--- config.mk ---
export PLATFORM = sky130hd
export DESIGN_NAME = lenet_stage_sequencer
export DESIGN_NICKNAME = d
export VERILOG_FILES = /design/src/rtl/lenet_pkg.sv /design/src/rtl/lenet_stage_timer.sv /design/src/rtl/lenet_stage_sequencer.sv
export SDC_FILE = /design/constraint.sdc
export NUM_CORES = 1
export LEC_CHECK = 0
export CELL_PAD_IN_SITES_DETAIL_PLACEMENT = 0
export CELL_PAD_IN_SITES_GLOBAL_PLACEMENT = 1
export CORE_MARGIN = 5
export CORE_UTILIZATION = 40
export DETAILED_ROUTE_END_ITERATION = 8
export DONT_BUFFER_PORTS = 1
export MAX_ROUTING_LAYER = met4
export PLACE_DENSITY = 0.7
export SKIP_LAST_GASP = 1
export SYNTH_ARGS = -nofsm -noshare
export SYNTH_HDL_FRONTEND = slang
export SYNTH_SLANG_ARGS = --single-unit
--- constraint.sdc ---
create_clock -name clk -period 11.3 [get_ports clk]
set_input_delay 2.26 -clock clk [delete_from_list [all_inputs] [get_ports clk]]
set_output_delay 2.26 -clock clk [all_outputs]
set_load 0.05 [all_outputs]
--- src/rtl/lenet_pkg.sv ---
// Shared definitions for the LeNet stage sequencer: FSM state type and default budgets.
package lenet_pkg;

  typedef enum logic [2:0] {
    S_IDLE,
    S_FLUSH,
    S_RUN,
    S_HOLD,
    S_ERR
  } state_t;

  // Cycle count of the convolution stage at the reference image size.
  localparam int unsigned CONV_STAGE_CYCLES = 75070;

endpackage

--- src/rtl/lenet_stage_timer.sv ---
// Per-stage cycle counter with clear/enable, saturation and terminal-count compare
// against the current stage budget (a budget of 0 behaves as 1).
module lenet_stage_timer #(
  parameter int unsigned CNT_WIDTH = 20
) (
  input  logic                 clk,
  input  logic                 reset,
  input  logic                 clr,
  input  logic                 en,
  input  logic [CNT_WIDTH-1:0] budget,
  output logic                 tc
);

  logic [CNT_WIDTH-1:0] count;
  logic [CNT_WIDTH-1:0] eff_budget;

  assign eff_budget = (budget == '0) ? CNT_WIDTH'(1) : budget;
  assign tc         = (count == (eff_budget - CNT_WIDTH'(1)));

  always_ff @(posedge clk or negedge reset) begin
    if (!reset) begin
      count <= '0;
    end else if (clr) begin
      count <= '0;
    end else if (en && (count != '1)) begin
      count <= count + CNT_WIDTH'(1);
    end
  end

endmodule

--- src/rtl/lenet_stage_sequencer.sv ---
// Releases downstream stage resets in order, advancing on a cycle budget (TIMED)
// or a done pulse with timeout (HANDSHAKE); provides start/abort and status flags.
module lenet_stage_sequencer
  import lenet_pkg::*;
#(
  parameter int unsigned NUM_STAGES = 3,
  parameter int unsigned CNT_WIDTH  = 20,
  parameter int unsigned IDX_WIDTH  = 2
) (
  input  logic                            clk,
  input  logic                            reset,
  input  logic                            start,
  input  logic                            abort,
  input  logic [NUM_STAGES-1:0]           stage_mode,
  input  logic [NUM_STAGES*CNT_WIDTH-1:0] stage_cycles,
  input  logic [NUM_STAGES-1:0]           stage_done,
  output logic [NUM_STAGES-1:0]           stage_rst,
  output logic [IDX_WIDTH-1:0]            cur_stage,
  output logic                            busy,
  output logic                            seq_done,
  output logic                            seq_error
);

  localparam logic [IDX_WIDTH-1:0] LAST = IDX_WIDTH'(NUM_STAGES - 1);

  state_t               state;
  logic [CNT_WIDTH-1:0] budget;
  logic                 mode_k;
  logic                 done_k;
  logic                 tc;
  logic                 run;
  logic                 advance;
  logic                 timeout;
  logic                 timer_clr;

  // Select budget, mode and done of the running stage; other stages' done bits are ignored.
  always_comb begin
    budget = '0;
    mode_k = 1'b0;
    done_k = 1'b0;
    for (int unsigned k = 0; k < NUM_STAGES; k++) begin
      if (cur_stage == IDX_WIDTH'(k)) begin
        budget = stage_cycles[k*CNT_WIDTH +: CNT_WIDTH];
        mode_k = stage_mode[k];
        done_k = stage_done[k];
      end
    end
  end

  assign run       = (state == S_RUN);
  assign advance   = run && (mode_k ? done_k : tc);
  assign timeout   = run && mode_k && !done_k && tc;
  assign timer_clr = !run || advance || timeout || abort;

  function automatic logic [NUM_STAGES-1:0] thermo(input logic [IDX_WIDTH-1:0] idx);
    logic [NUM_STAGES-1:0] t;
    t = '0;
    for (int unsigned j = 0; j < NUM_STAGES; j++) begin
      t[j] = (IDX_WIDTH'(j) > idx);
    end
    return t;
  endfunction

  lenet_stage_timer #(
    .CNT_WIDTH (CNT_WIDTH)
  ) u_timer (
    .clk    (clk),
    .reset  (reset),
    .clr    (timer_clr),
    .en     (run),
    .budget (budget),
    .tc     (tc)
  );

  always_ff @(posedge clk or negedge reset) begin
    if (!reset) begin
      state     <= S_IDLE;
      stage_rst <= '1;
      cur_stage <= '0;
      busy      <= 1'b0;
      seq_done  <= 1'b0;
      seq_error <= 1'b0;
    end else begin
      seq_done <= 1'b0;
      if (abort) begin
        state     <= S_IDLE;
        stage_rst <= '1;
        cur_stage <= '0;
        busy      <= 1'b0;
      end else begin
        case (state)
          S_IDLE, S_HOLD, S_ERR: begin
            if (start) begin
              state     <= S_FLUSH;
              seq_error <= 1'b0;
              busy      <= 1'b1;
              stage_rst <= '1;
              cur_stage <= '0;
            end
          end
          S_FLUSH: begin
            state     <= S_RUN;
            stage_rst <= thermo('0);
          end
          S_RUN: begin
            if (advance) begin
              if (cur_stage == LAST) begin
                state     <= S_HOLD;
                seq_done  <= 1'b1;
                busy      <= 1'b0;
                stage_rst <= '0;
              end else begin
                cur_stage <= cur_stage + 1'b1;
                stage_rst <= thermo(cur_stage + 1'b1);
              end
            end else if (timeout) begin
              state     <= S_ERR;
              seq_error <= 1'b1;
              busy      <= 1'b0;
              stage_rst <= '1;
            end
          end
          default: begin
            state     <= S_IDLE;
            stage_rst <= '1;
            cur_stage <= '0;
            busy      <= 1'b0;
          end
        endcase
      end
    end
  end

endmodule

== Yosys cells after proc, flatten, opt, wreduce, memory -nomap -nowiden ==
Cells that the tools add are included.
Storage, ports and cells
  flip-flop bits (word level): 31
  output and inout bits: 8
  logic and storage cells: 96
Operators by class
  add/sub/neg operators: 3
  magnitude comparators: 3
  equality and inequality tests: 17
  mux-type cells: 44
  bitwise logic cells: 1
  reduce and logical (&&, ||, !) cells: 21
Operator list (count)
  20-bit 2-to-1 mux: 6
  3-bit 2-to-1 mux: 10
  20-bit by 1-bit adder with 20-bit output, second input constant: 1
  20-bit equality test: 1
  20-bit logical NOT: 1
  20-bit inequality test, second input constant: 1
  20-bit by 1-bit subtractor with 20-bit output, second input constant: 1
  1-bit 2-to-1 mux: 19
  3-bit one-hot mux with 3 select lines: 2
  2-bit 2-to-1 mux: 4
  4-bit AND reduction: 2
  3-bit by 2-bit equality test with 1-bit output, second input constant: 2
  2-bit inequality test, second input constant: 3
  3-bit inequality test, second input constant: 2
  2-bit one-hot mux with 3 select lines: 1
  1-bit logical AND: 5
  5-bit AND reduction: 1
  1-bit by 2-bit greater-than comparator with 1-bit output, first input constant: 2
  4-bit by 2-bit inequality test with 1-bit output, second input constant: 1
  4-bit by 3-bit inequality test with 1-bit output, second input constant: 1
  2-bit nonzero test: 2
  3-bit by 1-bit equality test with 1-bit output, second input constant: 1
  3-bit equality test, second input constant: 1
  3-bit logical NOT: 1
  other kinds (15): 18

== Longest topological paths before layout ==
Gate-level depths: netlist of the first run.
  depth after elaboration: 14
  gate-level depth with buffers: 23
  depth with buffers taken out: 20

== Cells and area by module ==
From an unflattened synthesis of the first run, not the netlist that was laid out.
Second synthesis, totals
  cell total of the unflattened synthesis: 410
  area, all modules: 2974.1 um2
By module, submodules not included
  lenet_stage_timer: times used 1, cells an instance 220, area an instance 1769.2 um2, sequential area each 500.5 um2
  lenet_stage_sequencer: times used 1, cells an instance 190, area an instance 1204.9 um2, sequential area each 279.0 um2

== Least setup slack after synthesis of the first run ==
No wires, ideal clock.
  path type: input to register
  start: input stage_cycles[31]
  end: register stage_rst[0]
  arrival time: 6136 ps
  setup slack: 5079 ps
  stages on the path: 18
  path buffers: 0
  path through: a21oi_1 -> a22oi_1 -> nor4_2 -> nand4b_1 -> nor2_1 -> nor2_1 -> ha_1 -> nor2b_1 -> a32oi_1 -> nor2_1 -> xnor2_1 -> a311o_1 -> a2111o_1 -> a2111o_1 -> and4bb_4 -> a31o_2 -> and2_2 -> mux2_1
Between the ends
  word-level cells in the longest chain between the ends: 11
  elaborated cells between the ends (all ways): 14
  classes of those cells: add/sub: 1; eq/ne: 2; mux: 7; reduce/logical: 4
Ends and longest elaborated chain
  start, declared: RTL line lenet_stage_sequencer.sv:15  | input logic [NUM_STAGES*CNT_WIDTH-1:0] stage_cycles,
  20-bit 2-to-1 mux * (2 in a row): RTL line lenet_stage_sequencer.sv:42  | if (cur_stage == IDX_WIDTH'(k)) begin
  20-bit logical NOT: RTL line lenet_stage_timer.sv:17  | assign eff_budget = (budget == '0) ? CNT_WIDTH'(1) : budget;
  20-bit 2-to-1 mux *: RTL line lenet_stage_timer.sv:17
  20-bit by 1-bit subtractor with 20-bit output *: RTL line lenet_stage_timer.sv:18  | assign tc = (count == (eff_budget - CNT_WIDTH'(1)));
  20-bit equality test *: RTL line lenet_stage_timer.sv:18
  1-bit 2-to-1 mux: RTL line lenet_stage_sequencer.sv:51  | assign advance = run && (mode_k ? done_k : tc);
  1-bit logical AND: RTL line lenet_stage_sequencer.sv:51
  3-bit 2-to-1 mux: RTL line lenet_stage_sequencer.sv:106  | if (advance) begin
  3-bit one-hot mux with 3 select lines: RTL line lenet_stage_sequencer.sv:91  | case (state)
  3-bit 2-to-1 mux: RTL line lenet_stage_sequencer.sv:85  | if (abort) begin
  end signal, assigned: RTL line lenet_stage_sequencer.sv:103  | stage_rst <= thermo('0);
  end signal, assigned: RTL line lenet_stage_sequencer.sv:114  | stage_rst <= thermo(cur_stage + 1'b1);
  end, declared: RTL line lenet_stage_sequencer.sv:17  | output logic [NUM_STAGES-1:0] stage_rst,
Every way passes the cells marked *; elsewhere a longest branch is shown, timed or not.
A chain may end at the register's enable or synchronous reset.

== Worst setup path in the final report of the first run ==
  start: input stage_cycles[11]
  end: register stage_rst[0]
Between the ends
  word-level cells in the longest chain between the ends: 12
  elaborated cells between the ends (all ways): 15
  classes of those cells: add/sub: 1; eq/ne: 2; mux: 8; reduce/logical: 4
Ends and longest elaborated chain (RTL line)
  20-bit 2-to-1 mux * (3 in a row): lenet_stage_sequencer.sv:42
  20-bit logical NOT: lenet_stage_timer.sv:17
  20-bit 2-to-1 mux *: lenet_stage_timer.sv:17
  20-bit by 1-bit subtractor with 20-bit output *: lenet_stage_timer.sv:18
  20-bit equality test *: lenet_stage_timer.sv:18
  1-bit 2-to-1 mux: lenet_stage_sequencer.sv:51
  1-bit logical AND: lenet_stage_sequencer.sv:51
  3-bit 2-to-1 mux: lenet_stage_sequencer.sv:106
  3-bit one-hot mux with 3 select lines: lenet_stage_sequencer.sv:91
  3-bit 2-to-1 mux: lenet_stage_sequencer.sv:85
Marked as above.

==> results of run 1 <==
## power by group
part | total [mW] | switching [mW] | internal [mW]
Sequential | 0.142 | 0.0229 | 0.119
Clock | 0.0834 | 0.0397 | 0.0437
Combinational | 0.170 | 0.102 | 0.0677
## cell families (layout without fill, tap and decap cells)
group,after synthesis,count (layout),synth area share (%)
AO/OA/AOI/OAI,90,90,22.8
multiplexers,6,6,2.02
buffers and inverters,32,23,6.42
AND/OR/NAND/NOR,176,176,31.4
flip-flops,31,31,24.7
adder cells (fa/ha/maj),6,6,2.38
XOR/XNOR,37,37,10.3
## worst max-delay path: stages
cell      delay, ns
nand3b_1       0.08
a22oi_1        0.37
nor4_2         0.14
nand4b_1       0.18
nor2_1         0.07
nor2_1         0.15
ha_1           0.23
nor2b_1        0.14
a32oi_1        0.14
nor4_2         0.61
nand3_1        0.34
nor4_1         0.34
o22ai_1        0.11
a2111o_1       0.34
and4bb_4       0.36
a31o_2         0.47
and2_2         0.28
mux2_1         0.35
## stage by stage
| stage | util [%] | power (mW) |
|---|---|---|
| 2_1_floorplan | - | 0.282 |
| 3_3_place_gp | 40.8 | 0.312 |
| 3_5_place_dp | 40.8 | 0.314 |
| 4_1_cts | 41.8 | 0.399 |
| 5_1_grt | 41.8 | 0.423 |
| 6_report | 41.8 | 0.395 |
## sequential cells by signal (all words and copies together), names as in the netlist
register and count:
busy 1, cur_stage 2, seq_done 1, seq_error 1, stage_rst 3, state 3, u_timer.count 20
## path summary, 6_finish.rpt
check | slack, ns | cells past startpoint | to | startpoint
setup reg to reg | 4.72 | 21 | stage_rst[0] | cur_stage[0]
setup / recovery | 4.52 | 18 | stage_rst[0] | stage_cycles[11]
hold / removal | 0.52 | 2 | state[2] | state[2]
hold reg to reg | 0.52 | 2 | state[2] | state[2]
min in group asynchronous | 1.67 | 0 | u_timer.count[0] | reset
max in group asynchronous | 9.44 | 0 | stage_rst[1] | reset
## layer usage
metal	routed length (um)	vias up
met1	4050	1356
met2	4140	116
met5	0	-
li1	-	1376
met4	145	0
met3	609	13
## cell type report
type                       count  area, um2  area share [%]
clock buffer                   8       80.1            2.48
multi-input combinational    315       2180            67.3
sequential                    31        779            24.1
tap                          102        128            3.95
timing repair buffer           3       22.5           0.697
inverter                      12       46.3            1.43
## cells in the final DEF (no fill, tap or decap), types with 4 or more instances in the layout
cell,n
and2_1,4
or3_1,5
nand4_1,8
xnor2_1,18
and3_1,7
and4_1,5
nor2_1,45
dfrtp_1,28
a2bb2oi_1,6
xor2_1,19
nor4_1,4
inv_1,11
nor2b_1,4
nand3_1,11
a21oi_1,26
a22oi_1,5
a2bb2oi_2,10
ha_1,6
nand2_1,34
clkbuf_8,5
nand3b_1,20
o21ai_0,10
nor3_1,9
==> metrics.txt, run 1 <==
Rows=32; most frequent cell after synthesis=nor2_1; non-filler instance count after layout=471; DPL Wire Length=7110 um; Antenna Cells=0; Final ANT Viol Nets=0; cell area after layout=0.00323 mm2; status=finished clean; synth warn=0; prevailing post-synth register cell=dfrtp_1; Placement Cell Area=0.00315 mm2; TritonCTS clock tree=built; Final WS setup=4.52 ns; met3 GRT Util=2.69%; Final Setup Violations=0; Reg clk slew, reported paths=0.06 ns; Tot GR Track Use=18.5%; skew final=0.00687 ns; Vias/cell=6.07; P&R area growth vs syn=2.34%; vias in the first global route=2598; critical path endpoint category=register; Routed WL per cell=19.0 um; met1 GRT Util=25.7%; Starting Density=40.9%; fin crit share=60.0%; synth top area cells=dfrtp_1, nor2_1, xor2_1; Root Buffer=clkbuf_8; GRT Residual Overflow=0; Mapped Cells=378; leading area contributor after synthesis=dfrtp_1; Max Cap Viol=0; I/O Buffers=0; GPL Wtd Cong=0.887; post-synthesis cell area=0.00316 mm2; Die Ht=98.9 um; largest net degree at the start of global routing=41; Layout Nets=444; hold_ws=0.521 ns; highest clock rate=148 MHz; die area=0.00978 mm2; cell leakage power=1.21 nW; CP max FO=22; Layout fillers=776; DRT Wirelength=8940 um; # placed instances=463; drt first pass iters=5; Peak VDD IR=94.5 uV; clk_lat worst skew=0.28 ns; Clock Sinks=31; Top Ports=78; via count=2861; Yosys top cell area share=22.2%; Synth top cells by count=nor2_1, nand2_1, dfrtp_1; Longest Clk Path Bufs=2; CTS H-tree lvls=2; RSZ-0062 raised after global routing=false; antenna violations before repair=0; Core Footprint=0.00773 mm2; fin crit period=6.78 ns; Least-Margin Pin Slew=0.868 ns; CP Launch Type=input port; HP Class=reg2reg; number of synthesized flops with an enable pin=0; global routing usage on met2=28.4%; post-place setup slack=4.28 ns; kind of critical path=in2reg; Post-route DRC=0; Fin. Hold Viols=0; Starting DRT DRC Count=183; Mean Syn Cell Area=8.36 um2; Seq/Total Area, Yosys=24.7%; Async SR Flop Fraction=100%; first-pass GRT wire length=14300 um; Post-CTS Hold Buffers=0; CP arrival=6.97 ns; Synthesized Nets=454; number of register bits inferred by synthesis=31; CTS Buf Count=5; share of layout cells above drive strength 1=10.8%; GR peak layer=met2; worst endpoint required time=11.49 ns; setup_tns=0 ns; Resize count post-CTS=0; number of distinct library cells after synthesis=68; post-CTS setup buffers=0; Power Density=122 mW/mm2; Die Span X=98.9 um; Slew HR=42.1%; max-slew violation total from the final report=0
Note: power is estimated with default switching activity, not from simulation.
==> run 2, diff against run 1 <==
- PLACE_DENSITY: 0.7 -> 0.72
- clock period: 11.3 -> 6 ns (I/O delays scaled with it)
==> run 2 against run 1 <==
Sequential share of layout area down 0.56 points. Clock skew up 0.0016 ns. Sequential power up 87%. Clock power up 130%. Combinational power up 95%. Critical endpoint unchanged.
==> metrics.txt, run 2 (same netlist as run 1, synthesis figures left out) <==
status=finished clean; setup_tns=0 ns; Tot GR Track Use=18.5%; Fin. Hold Viols=0; hold_ws=0.542 ns; antenna violations before repair=0; DRT Wirelength=8980 um; Post-route DRC=0; Clk network pwr share=24.0%; Resize count post-CTS=0; drt first pass iters=5; Power Density=238 mW/mm2; Layout Nets=451; TritonCTS clock tree=built; CTS H-tree lvls=2; Slew HR=44.9%; Multi-input gate area=0.00218 mm2; Switching Fraction=41.2%; CTS Buf Count=5; P_int=0.462 mW; most frequent cells in the layout=nor2_1, nand2_1, dfrtp_1; Clock Sinks=31; GRT Residual Overflow=0; max reg flops=20; CP max FO=19; CP Launch Type=register; FF-to-FF path depth=22; Largest regs=u_timer.count: 20 flops, stage_rst: 3 flops, state: 3 flops; commonest non-fill, non-tap cell in the layout=nor2_1; worst hold start=state[2]; post-place setup slack=0.417 ns; die area=0.00978 mm2; Peak VDD IR=149 uV; Die Ht=98.9 um; Power Total=0.787 mW; Max Cap Viol=0; Antenna Cells=0; Final WS setup=0.416 ns; Routed WL per cell=18.8 um; Layout fillers=779; sequential share of power=33.7%; Post-CTS Hold Buffers=0; RR Startpoint=cur_stage[0]; Starting Density=40.9%; Root Buffer=clkbuf_8; Worst Hold Path EP=state[2]; clk_lat worst skew=0.29 ns; flop2flop setup slack=0.42 ns; RSZ-0062 raised after global routing=false; Crit. Startpoint=cur_stage[0]; fin crit share=93.1%; Final ANT Viol Nets=0; area occupied by registers=779 um2; CP arrival=5.80 ns; skew final=0.00847 ns; worst endpoint required time=6.22 ns; HP Class=reg2reg; Least-Margin Pin Slew=0.819 ns; Most flops, register=u_timer.count; reg2reg end=stage_rst[0]; Core Footprint=0.00773 mm2; Longest Clk Path Bufs=2; Vias/cell=6.01; max-slew violation total from the final report=0; share of layout cells above drive strength 1=13.3%; DPL Wire Length=7050 um; kind of critical path=reg2reg; GPL Wtd Cong=0.892; largest net degree at the start of global routing=32; cell leakage power=1.25 nW; first-pass GRT wire length=14400 um; Hold Crit Depth=2; Rows=32; I/O Buffers=0; Final Setup Violations=0; Util after Layout=42.8%; P&R area growth vs syn=4.75%; via count=2873; critical path endpoint category=register; fin crit period=5.58 ns; Comb power frac=42.2%; post-CTS setup buffers=0; Starting DRT DRC Count=168; Reg clk slew, reported paths=0.08 ns; Top Ports=78; Net Switching=0.325 mW; highest clock rate=179 MHz; Die Span X=98.9 um; vias in the first global route=2708
run 2: cell types whose count changed in the layout (fill, tap and decap cells not counted), sizes merged:
cell	delta
buf	+7
clkbuf	-1
clkinvlp	+1
run 2: power groups by stage:
stage          Combinational, mW  Clock (mW)  Sequential (mW)
2_1_floorplan              0.268           0            0.262
3_3_place_gp               0.327           0            0.269
3_5_place_dp               0.329           0            0.269
4_1_cts                    0.331       0.194            0.265
5_1_grt                    0.365       0.202            0.268
6_report                   0.332       0.189            0.265
run 2: metal layers:
metal  track usage [%]  wire (um)  up-vias
li1                  -          -     1390
met1              25.8       4300     1355
met2              26.2       3850      106
met3              3.89        606       22
met4              6.41        218        0
met5                 -          0        -
run 2: worst max-delay path: stages, from the launching register on:
cell and delay (ns):
dfrtp_1 0.38, inv_1 0.10, ha_1 0.19, buf_4 0.24
buf_4 0.27, a21oi_1 0.08, a22o_1 0.24, nand3_1 0.19
nand4b_1 0.19, nor2_1 0.08, nor2_1 0.14, ha_1 0.22
nor2b_1 0.14, a32oi_1 0.14, nor4_2 0.63, nand3_1 0.35
nor3_1 0.28, nor2_1 0.08, a211oi_1 0.68, and4_1 0.29
a22o_2 0.21, nor2_1 0.08, mux2_1 0.30
run 2: final cells by class:
type | instances | share of cell area, %
flip-flops and latches | 31 | 23.6
multi-input cells | 315 | 65.8
clock buffers | 7 | 2.91
clock inverters | 1 | 0.227
repair buffers | 10 | 2.27
inverters | 12 | 1.40
well taps | 102 | 3.86
run 2: worst max-delay path by stage:
| stage | end | slack, ns | cells past startpoint |
|---|---|---|---|
| final | stage_rst[0] | 0.42 | 22 |
| after global routing | stage_rst[0] | 0.05 | 22 |
| after CTS | stage_rst[0] | 0.49 | 22 |
| after detailed placement | stage_rst[0] | 0.42 | 18 |
| after global placement | stage_rst[0] | 0.52 | 18 |
| after floorplan | stage_rst[0] | 0.73 | 23 |
run 2: through the flow:
| step | instances | instance area [um2] |
|---|---|---|
| after floorplan | 378 | 3160 |
| final | 478 | 3310 |
| after detailed placement | 470 | 3210 |
| after global routing | 478 | 3310 |
| after CTS | 478 | 3310 |
| after global placement | 470 | 3210 |
